$ cat config.mk
export PLATFORM = sky130hd
export DESIGN_NAME = logic_pipe_nb
export DESIGN_NICKNAME = d
export VERILOG_FILES = /design/src/rtl/logic_pipe_nb.sv
export SDC_FILE = /design/constraint.sdc
export NUM_CORES = 1
export LEC_CHECK = 0
export ABC_AREA = 1
export CAP_MARGIN = 25
export CORE_MARGIN = 3
export CORE_UTILIZATION = 53
export CTS_BUF_LIST = sky130_fd_sc_hd__clkbuf_2
export CTS_CLUSTER_SIZE = 14
export DETAILED_ROUTE_END_ITERATION = 8
export GPL_ROUTABILITY_DRIVEN = 0
export GPL_TIMING_DRIVEN = 0
export PLACE_DENSITY = 0.81
export SYNTH_ARGS = -nofsm -noshare
export SYNTH_HDL_FRONTEND = slang
export SYNTH_SLANG_ARGS = --single-unit
export TNS_END_PERCENT = 10
$ cat constraint.sdc
create_clock -name clkpos -period 1.7 [get_ports clkpos]
set_clock_uncertainty 0.1 [all_clocks]
set_input_delay 0.255 -clock clkpos [delete_from_list [all_inputs] [get_ports clkpos]]
set_output_delay 0.255 -clock clkpos [all_outputs]
set_load 0.01 [all_outputs]
$ cat src/rtl/logic_pipe_nb.sv
// logic_pipe_nb: bitwise AND/OR/XOR/NOR across WIDTH-bit operands carried through a
// STAGES-deep valid/ready pipeline with full backpressure and a saturating completion counter.
// Optional feature macro LOGIC_PIPE_ZERO_FLAG_EN adds an out_zero flag travelling with each result.
module logic_pipe_nb #(
  parameter int WIDTH  = 16,
  parameter int STAGES = 2,
  parameter int CNT_W  = 16
) (
  input  logic             clkpos,
  input  logic             rstneg,
  input  logic             in_valid,
  output logic             in_ready,
  input  logic [WIDTH-1:0] a,
  input  logic [WIDTH-1:0] b,
  input  logic [1:0]       op,
  output logic             out_valid,
  input  logic             out_ready,
  output logic [WIDTH-1:0] out,
  output logic [CNT_W-1:0] done_cnt
`ifdef LOGIC_PIPE_ZERO_FLAG_EN
  ,
  output logic             out_zero
`endif
);

`ifdef LOGIC_PIPE_ZERO_FLAG_EN
  localparam int DW = WIDTH + 1;
`else
  localparam int DW = WIDTH;
`endif

  logic [STAGES-1:0] r_vld;
  logic [DW-1:0]     r_dat [STAGES];
  logic [CNT_W-1:0]  r_cnt;
  logic [STAGES-1:0] w_ready;
  logic              w_acc;
  logic [WIDTH-1:0]  w_res;
  logic [DW-1:0]     w_in;

  // Selected bitwise operation on the offered operands
  always_comb begin
    w_res = op == 2'b00 ? a & b :
            op == 2'b01 ? a | b :
            op == 2'b10 ? a ^ b : ~(a | b);
  end

`ifdef LOGIC_PIPE_ZERO_FLAG_EN
  assign w_in     = {~|w_res, w_res};
  assign out_zero = r_dat[STAGES-1][WIDTH];
`else
  assign w_in = w_res;
`endif

  // Stage i may load when it or any stage after it is empty, or the consumer is taking the tail;
  // built from the tail backwards so in_ready never depends on in_valid
  always_comb begin
    w_ready = '0;
    w_acc   = out_ready;
    for (int i = STAGES - 1; i >= 0; i--) begin
      w_acc      = w_acc || !r_vld[i];
      w_ready[i] = w_acc;
    end
  end

  // Pipeline advance: each ready stage takes its predecessor; data only moves with a valid beat
  always_ff @(posedge clkpos or negedge rstneg) begin
    if (!rstneg) begin
      r_vld <= '0;
      for (int i = 0; i < STAGES; i++) r_dat[i] <= '0;
    end else begin
      if (w_ready[0]) r_vld[0] <= in_valid;
      if (w_ready[0] && in_valid) r_dat[0] <= w_in;
      for (int i = 1; i < STAGES; i++) begin
        if (w_ready[i]) r_vld[i] <= r_vld[i-1];
        if (w_ready[i] && r_vld[i-1]) r_dat[i] <= r_dat[i-1];
      end
    end
  end

  // Completed output transfers, sticking at all-ones
  always_ff @(posedge clkpos or negedge rstneg) begin
    if (!rstneg) r_cnt <= '0;
    else if (out_valid && out_ready && !(&r_cnt)) r_cnt <= r_cnt + CNT_W'(1);
  end

  assign in_ready  = w_ready[0];
  assign out_valid = r_vld[STAGES-1];
  assign out       = r_dat[STAGES-1][WIDTH-1:0];
  assign done_cnt  = r_cnt;

endmodule

# Yosys cells after proc, flatten, opt, wreduce, memory -nomap -nowiden
# Index checks and enable logic that the tools add are counted.
# Widths: inputs -> output; s select.
[totals] latchBits=0 elab_cells=26 regBits=50 romBits=0 memories=0 ram_bits=0 out_inout_bits=34 inputBits=38
[op_classes] n_lt_le_gt_ge=0 div=0 bitwise=4 n_reduce_logical=11 add_sub_neg=1 n_mul=0 shift=0 mux=3 eq_ne=2
[op_table] operator="$mux 16" count=3
[op_table] operator="$add 16x1->16 const B" count=1
[op_table] operator="$and 16x16->16" count=1
[op_table] operator="$not 16->16" count=1
[op_table] operator="$or 16x16->16" count=1
[op_table] operator="$reduce_and 16->1" count=1
[op_table] operator="$xor 16x16->16" count=1
[op_table] operator="$logic_and 1x1->1" count=4
[op_table] operator="$logic_not 1->1" count=3
[op_table] operator="$eq 2x1->1 const B" count=1
[op_table] operator="$eq 2x2->1 const B" count=1
[op_table] operator="$logic_not 2->1" count=1
[op_table] operator="$logic_or 1x1->1" count=2

# Longest topological paths before layout
# Gate-level depths: netlist of the first run.
[depth] depth_word=5 mapped_depth=9 ltp_nobuf=8

# Worst setup path before layout of the first run
# Ideal clock, no wire load.
[synth_path] path_type="register to register" start="reg r_cnt[0] (netlist: done_cnt[0])" end="reg r_cnt[13] (netlist: done_cnt[13])" synth_period_minus_slack_ns=1.537 stages_incl_launch_ff=10 path_buffers=1 required_ns=1.484 setup_slack_ns=0.163 setup_time_ns=0.116 arrival_ns=1.320 cell_sequence="dfrtp_1 > ha_1 > nand3_2 > inv_2 > nand2_4 > nor2_4 > nor2_4 > buf_6 > nand2_1 > nand2_1"
[synth_between] elab_chain_len=3 word_cells_on_any_way=4 cone_classes="add/sub (1); reduce/logical (3)"
[synth_rtl] element="from (decl)" line_no="34" rtl="logic [CNT_W-1:0] r_cnt;"
[synth_rtl] element="from (signal assigned)" line_no="83" rtl="else if (out_valid && out_ready && !(&r_cnt)) r_cnt <= r_cnt + CNT_W'(1);"
[synth_rtl] element="branches (longest 3 deep; another with $add 16x1->16)"
# Several ways; the timed one is not identified.
# A chain may end at the register's enable or synchronous reset.

# Final worst setup path of the first run
[layout_path] start="reg r_cnt[1] (netlist: done_cnt[1])" end="reg r_cnt[9] (netlist: done_cnt[9])"
# Same word-level chain as after synthesis.

==> flow_metrics.py, run 1 <==
metrics = {
    "run_status": {
        "status": "completed",
    },
    "sta": {
        "fmax_ghz": 0.616,
        "min_period_over_period_pct": 95.4,
        "finalMaxSlewViolations": 0,
        "setup_viol": 0,
        "finalHoldViolCount": 0,
        "rsz0062_at_grt": "true",
        "holdWs_ps": 122,
        "setup_tns_ps": 0,
        "relSlewSlack_pct": 71.9,
        "tightest_slew_ps": 421,
        "fin_crit_ps": 1620,
    },
    "cells_and_area": {
        "final_nets": 556,
        "final_cells": 561,
        "fillers": 502,
        "diodes": 0,
        "synthToLayoutAreaGrowth_pct": 29.1,
        "drive_gt1_share_pct": 22.6,
    },
    "power": {
        "powerDensity_mw_per_mm2": 985,
        "power.leakage_uw": 0.00212,
        "total_power_uw": 4170,
        "max-vdd-ir-drop_v": 0.000551,
    },
    "yosys": {
        "synthCells": 392,
        "syn_area_mm2": 0.00328,
        "synth_warnings": 0,
        "synth_cell_types": 28,
        "ys_ff_latch": 50,
        "synth.net_count": 463,
        "syn_avg_cell_area_um2": 8.38,
        "yosysSeqAreaShare_pct": 38.1,
    },
    "floorplan": {
        "num_rows": 28,
        "dieWidth_um": 84.7,
        "die_h_um": 84.7,
        "start_util_pct": 55.1,
        "pin_count": 72,
        "dieArea_mm2": 0.00717,
        "core-area_mm2": 0.00596,
    },
    "drt": {
        "routed_wl_um": 7480,
        "vias": 2944,
        "viasPerCell": 5.25,
        "drc": 0,
        "wire_per_inst_um": 13.3,
        "dr.pass1.iters": 4,
        "drt_iter0_drc": 136,
        "drtAntennaViolNets": 0,
    },
    "clock_network": {
        "cts-root-buf": "clkbuf_2",
        "clk_pin_slew_worst_paths_ps": 250,
        "cts_buffers": 5,
        "cts.sinks": 50,
        "cts_max_level": 2,
        "clockBufferDepth": 2,
        "insertion_delay_ps": 410,
        "cts_tree": "yes",
    },
    "worst_setup_path": {
        "critPathRequiredTime_ps": 1980,
        "path_delay_family": "simple AND/OR/NAND/NOR gates",
        "cp_cell_sequence": "ha_2 -> nand3_2 -> inv_2 -> nand2_4 -> nor2_4 -> nor2_4 -> buf_8 -> nand2_1 -> nand2_1",
        "worst_setup_path_end_kind": "register",
        "crit_arrival_ps": 1900,
        "cpMaxStageDelayCell": "dfrtp_1",
        "max_stage_delay_ps": 470,
        "cp-start-kind": "register",
        "critPathKind": "register to register",
        "crit_path_max_fanout": 10,
        "critPathBufInv": 2,
    },
    "global_routing": {
        "grt_start_max_net_pins": 38,
        "grt_pass1_wl_um": 12700,
        "grt-ovfl-total": 0,
        "grt_antenna_before_repair": 0,
        "grt_pass1_vias": 2814,
        "grtUsageTotal_pct": 21.4,
    },
    "flow_run": {
        "maxCapViolations": 0,
    },
    "placement": {
        "hpwlAfterDp_um": 5760,
        "placed_cells": 538,
        "io_buffers": 70,
    },
    "min_path": {
        "hold_class": "primary input to async pin",
    },
}
-- cells by family after synthesis --
family	Yosys count	synth area share (%)
XOR/XNOR	6	1.60
flip-flops	50	38.1
buffers and inverters	78	11.7
AO/OA/AOI/OAI	93	15.2
multiplexers	15	5.14
adder cells (fa/ha/maj)	33	12.6
AND/OR/NAND/NOR	117	15.7
-- placed cells by master (no fill, tap or decap), types with 4 or more instances in the layout --
master           instances
nand2_1                 61
o21ai_0                 50
inv_1                   49
buf_4                   47
dfrtp_1                 47
clkdlybuf4s50_1         35
ha_1                    32
a21oi_1                 31
nor2_1                  26
dlygate4sd2_1           17
mux2_2                  15
nand3_1                  8
clkbuf_2                 7
nand2_2                  6
nor2_2                   6
buf_2                    5
o21ai_2                  5
o21ai_1                  5
nand4_1                  4
xnor2_1                  4
-- sequential cells by signal, indices dropped and copies added (netlist names) --
signal / cells
done_cnt: 16
out: 16
r_vld: 2
r_dat: 16
-- through the flow --
stage                     worst slack, ps  utilization (%)  instance area, µm²
after floorplan                       163                -                3280
after global placement              -1130             68.5                4080
after detailed placement             -231             68.7                4090
after CTS                            7.14             70.1                4180
after global routing                -35.1             71.2                4240
final                                77.9             71.2                4240
-- path summary, 6_finish.rpt --
check,endpoint,cells after the start,start,slack [ps]
setup / recovery,done_cnt[9],9,done_cnt[1],80
hold / removal,done_cnt[3],2,rstneg,120
setup reg to reg,done_cnt[9],9,done_cnt[1],80
hold reg to reg,out[2],2,out[2],420
max in group asynchronous,r_vld[1],3,rstneg,870
min in group clkpos,r_dat[21],3,op[0],140
-- report_power, final --
group          internal (µW)  total, µW  switching (µW)
clock network            254        627             373
logic                   1010       1830             826
registers               1500       1710             212
total                   2760       4170            1410
-- worst register-to-register path: cells and delay by family (launching register included) --
family,cells,cell delay (ps)
and+or+nand+nor,6,580
DFF,1,470
buffers and inverters,2,240
adders and majority gates,1,220
-- cells in the mapped netlist --
master / instances / area [µm²]
nand2_1: 62 / 233
nand3_1: 9 / 45.0
clkbuf_1: 1 / 3.75
dfrtp_1: 50 / 1250
nor2_4: 2 / 22.5
buf_4: 18 / 135
or2_2: 1 / 6.26
o21ai_2: 5 / 43.8
nand2_2: 5 / 31.3
buf_2: 5 / 25.0
ha_1: 33 / 413
nor2_2: 5 / 31.3
nand2_4: 1 / 11.3
inv_1: 49 / 184
o21ai_0: 50 / 250
o21ai_4: 1 / 16.3
a22oi_1: 1 / 7.51
a21oi_1: 31 / 155
buf_6: 2 / 22.5
o21ai_1: 5 / 25.0
xnor2_1: 4 / 35.0
clkbuf_2: 1 / 5.00
nand4_1: 4 / 25.0
xor2_1: 2 / 17.5
nor2_1: 27 / 101
inv_2: 2 / 7.51
mux2_2: 15 / 169
nand3_2: 1 / 10.0
-- final cells by class --
type                    count  area, µm²  share of cell area, %
inverters                  51        191                   4.52
multi-input cells         264       1660                   39.2
clock inverters             2       37.5                  0.885
clock buffers               6       30.0                  0.708
repair buffers             86        772                   18.2
plain buffers              27        198                   4.66
flip-flops and latches     50       1250                   29.6
well taps                  75       93.8                   2.21
-- repair_timing --
action | CTS | global route
hold buffers | 1 | 0
setup buffers | 8 | 6
hold endpoints to repair | 50 | 0
pin swaps | 0 | 1
gates resized for setup | 38 | 7
endpoints found under the setup margin | 34 | 22
-- per-layer routing --
layer | global-route usage [%] | vias to the layer above | part of all wire [%]
met3 | 2.16 | 11 | 4.4
met5 | 0 | - | 0
met4 | 3.88 | 0 | 1.1
li1 | - | 1445 | -
met1 | 26.5 | 1394 | 42
met2 | 40.6 | 94 | 52
No activity file was read; power rests on OpenSTA's default activity.
==> run 2, diff against run 1 <==
ABC_AREA = default   (was 1)
MAX_ROUTING_LAYER = met4   (was default)
==> flow_metrics.py, run 2 <==
metrics = {
    "run_status": {
        "status": "completed",
    },
    "worst_setup_path": {
        "r2r_slack_ps": 40,
        "crit_path_max_fanout": 10,
        "reg2reg_from": "done_cnt[0]",
        "worst-r2r-cell-count": 6,
        "critPathRequiredTime_ps": 1940,
        "critPathKind": "register to register",
        "cp-start-kind": "register",
        "crit_arrival_ps": 1900,
        "worst_r2r_endpoint": "done_cnt[4]",
        "worst_setup_path_end_kind": "register",
    },
    "yosys": {
        "synth_warnings": 0,
        "ys_top_cells_by_count": "dfrtp_1 (50), inv_1 (48), nand2_1 (42)",
        "yosysSeqAreaShare_pct": 38.6,
        "synth_top_area_share_pct": 38.6,
        "yosysTopAreaCell": "dfrtp_1",
        "synth-edff-count": 0,
        "ys.flop_type": "dfrtp_1",
        "synthTopCellsByArea": "dfrtp_1 (39%), ha_1 (13%), mux2i_1 (9.9%)",
        "synth.net_count": 401,
        "synthCells": 330,
        "synth_most_common_cell": "dfrtp_1",
        "async_flop_share_pct": 100,
        "synth_cell_types": 35,
        "syn_area_mm2": 0.00324,
        "syn_avg_cell_area_um2": 9.82,
        "ys_ff_latch": 50,
    },
    "floorplan": {
        "dieArea_mm2": 0.00709,
        "num_rows": 27,
        "dieWidth_um": 84.2,
        "core-area_mm2": 0.00571,
        "die_h_um": 84.2,
        "pin_count": 72,
        "start_util_pct": 56.8,
    },
    "sta": {
        "min_period_over_period_pct": 97.6,
        "fmax_ghz": 0.603,
        "fin_crit_ps": 1660,
        "layout_setup_ws_ps": 40.9,
        "finalMaxSlewViolations": 0,
        "relSlewSlack_pct": 65.8,
        "finalHoldViolCount": 0,
        "tightest_slew_ps": 513,
        "rsz0062_at_grt": "true",
        "setup_viol": 0,
    },
    "drt": {
        "viasPerCell": 5.18,
        "wire_per_inst_um": 13.1,
        "drc": 0,
        "routed_wl_um": 6370,
        "drtAntennaViolNets": 0,
        "dr.pass1.iters": 4,
        "drt_iter0_drc": 79,
        "vias": 2517,
    },
    "cells_and_area": {
        "diodes": 0,
        "final_nets": 485,
        "final_util_pct": 72.1,
        "mostFrequentLayoutCells": "inv_1 (48), nand2_1 (42), dfrtp_1 (40)",
        "drive_gt1_share_pct": 18.8,
        "final_common_cell": "inv_1",
        "final_cells": 486,
        "post-route-cell-area_mm2": 0.00412,
        "fillers": 443,
        "synthToLayoutAreaGrowth_pct": 27.0,
    },
    "global_routing": {
        "grt_start_max_net_pins": 29,
        "grt_pass1_vias": 2396,
        "grt_antenna_before_repair": 0,
        "grt-ovfl-total": 0,
        "grtUsageTotal_pct": 18.8,
        "grt_pass1_wl_um": 10700,
    },
    "placement": {
        "dpl_cell_area_mm2": 0.00405,
        "hpwlAfterDp_um": 5040,
        "dp_slack_ps": -344,
        "io_buffers": 70,
        "placed_cells": 473,
    },
    "clock_network": {
        "cts.sinks": 50,
        "cts_max_level": 2,
        "clockBufferDepth": 2,
        "cts_tree": "yes",
        "insertion_delay_ps": 410,
        "cts-root-buf": "clkbuf_2",
        "cts_buffers": 5,
        "clk_pin_slew_worst_paths_ps": 230,
    },
    "power": {
        "total_power_uw": 3390,
        "powerDensity_mw_per_mm2": 823,
        "power.leakage_uw": 0.00215,
        "max-vdd-ir-drop_v": 0.000762,
    },
    "flow_run": {
        "maxCapViolations": 0,
    },
    "min_path": {
        "hold_class": "primary input to async pin",
    },
}
[run 2: cell count changes in the layout (fill, tap and decap cells not counted), moves of 7 or more]
cell / before / now
a21oi_1: 31 / 1
buf_4: 47 / 38
dfrtp_1: 47 / 40
dfrtp_2: 3 / 10
mux2_1: 0 / 10
mux2_2: 15 / 6
mux2i_1: 0 / 32
nand2_1: 61 / 42
nor2_1: 26 / 2
o21ai_0: 50 / 3
o21ai_1: 5 / 29
xnor2_1: 4 / 11
[run 2: repair_timing]
| item | CTS | global route |
|---|---|---|
| buffers inserted | 4 | 1 |
| resized for setup | 44 | 7 |
| pin swaps | 2 | 0 |
| endpoints found under the hold margin | 22 | 0 |
| hold buffers | 1 | 0 |
| setup endpoints to repair | 41 | 10 |
[run 2: routing by layer]
metal  vias to the layer above  wire [µm]  GRT usage (%)
met1                      1207       2780           22.3
li1                       1243          -              -
met3                         6        251           3.04
met4                         0         75           4.97
met2                        61       3270           33.1
met5                         -          0              -
[run 2: worst max path at each step]
stage / start / end / slack [ps]
3_3_place_gp: rstneg / out[9] / -1110
5_1_grt: done_cnt[0] / done_cnt[10] / -5
4_1_cts: done_cnt[12] / done_cnt[12] / -110
3_5_place_dp: out_ready / out[13] / -340
2_1_floorplan: done_cnt[0] / done_cnt[1] / 40
6_report: done_cnt[0] / done_cnt[4] / 40
[run 2: cell type report]
class,instances,area [µm²],area share (%)
Inverter,48,180,4.38
Buffer,28,184,4.47
Sequential cell,50,1260,30.7
Clock inverter,2,10.0,0.243
Multi-Input combinational cell,204,1650,40.2
Clock buffer,5,25.0,0.608
Tap cell,72,90.1,2.19
Timing Repair Buffer,77,709,17.2
[run 2: stage by stage]
| step | hold WS (ps) | TNS (ps) |
|---|---|---|
| finish | 201 | 0 |
| global route | 207 | -7.04 |
| CTS | 197 | -113 |
| detailed placement | 158 | -7610 |
| global placement | 362 | -61560 |
| floorplan | -141 | 0 |
[run 2: cells by family after synthesis]
group / after synthesis / synth area share (%)
xor gates and xnor gates: 12 / 3.24
and+or+nand+nor: 72 / 11.9
AOI/OAI and AO/OA: 38 / 6.49
adders and majority gates: 33 / 12.7
DFF: 50 / 38.6
muxes: 49 / 15.9
buffers and inverters: 76 / 11.2
[run 2: critical path, stage by stage (launching register included)]
cell     delay [ps]
dfrtp_2         490
ha_4            180
and4_4          170
a41oi_4         160
buf_6           170
nand4_1         120
xnor2_1         190
[run 2: where the power goes]
part | total [µW] | internal (µW) | switching (µW)
Combinational | 1330 | 752 | 575
Clock | 439 | 89.4 | 350
Sequential | 1620 | 1440 | 177
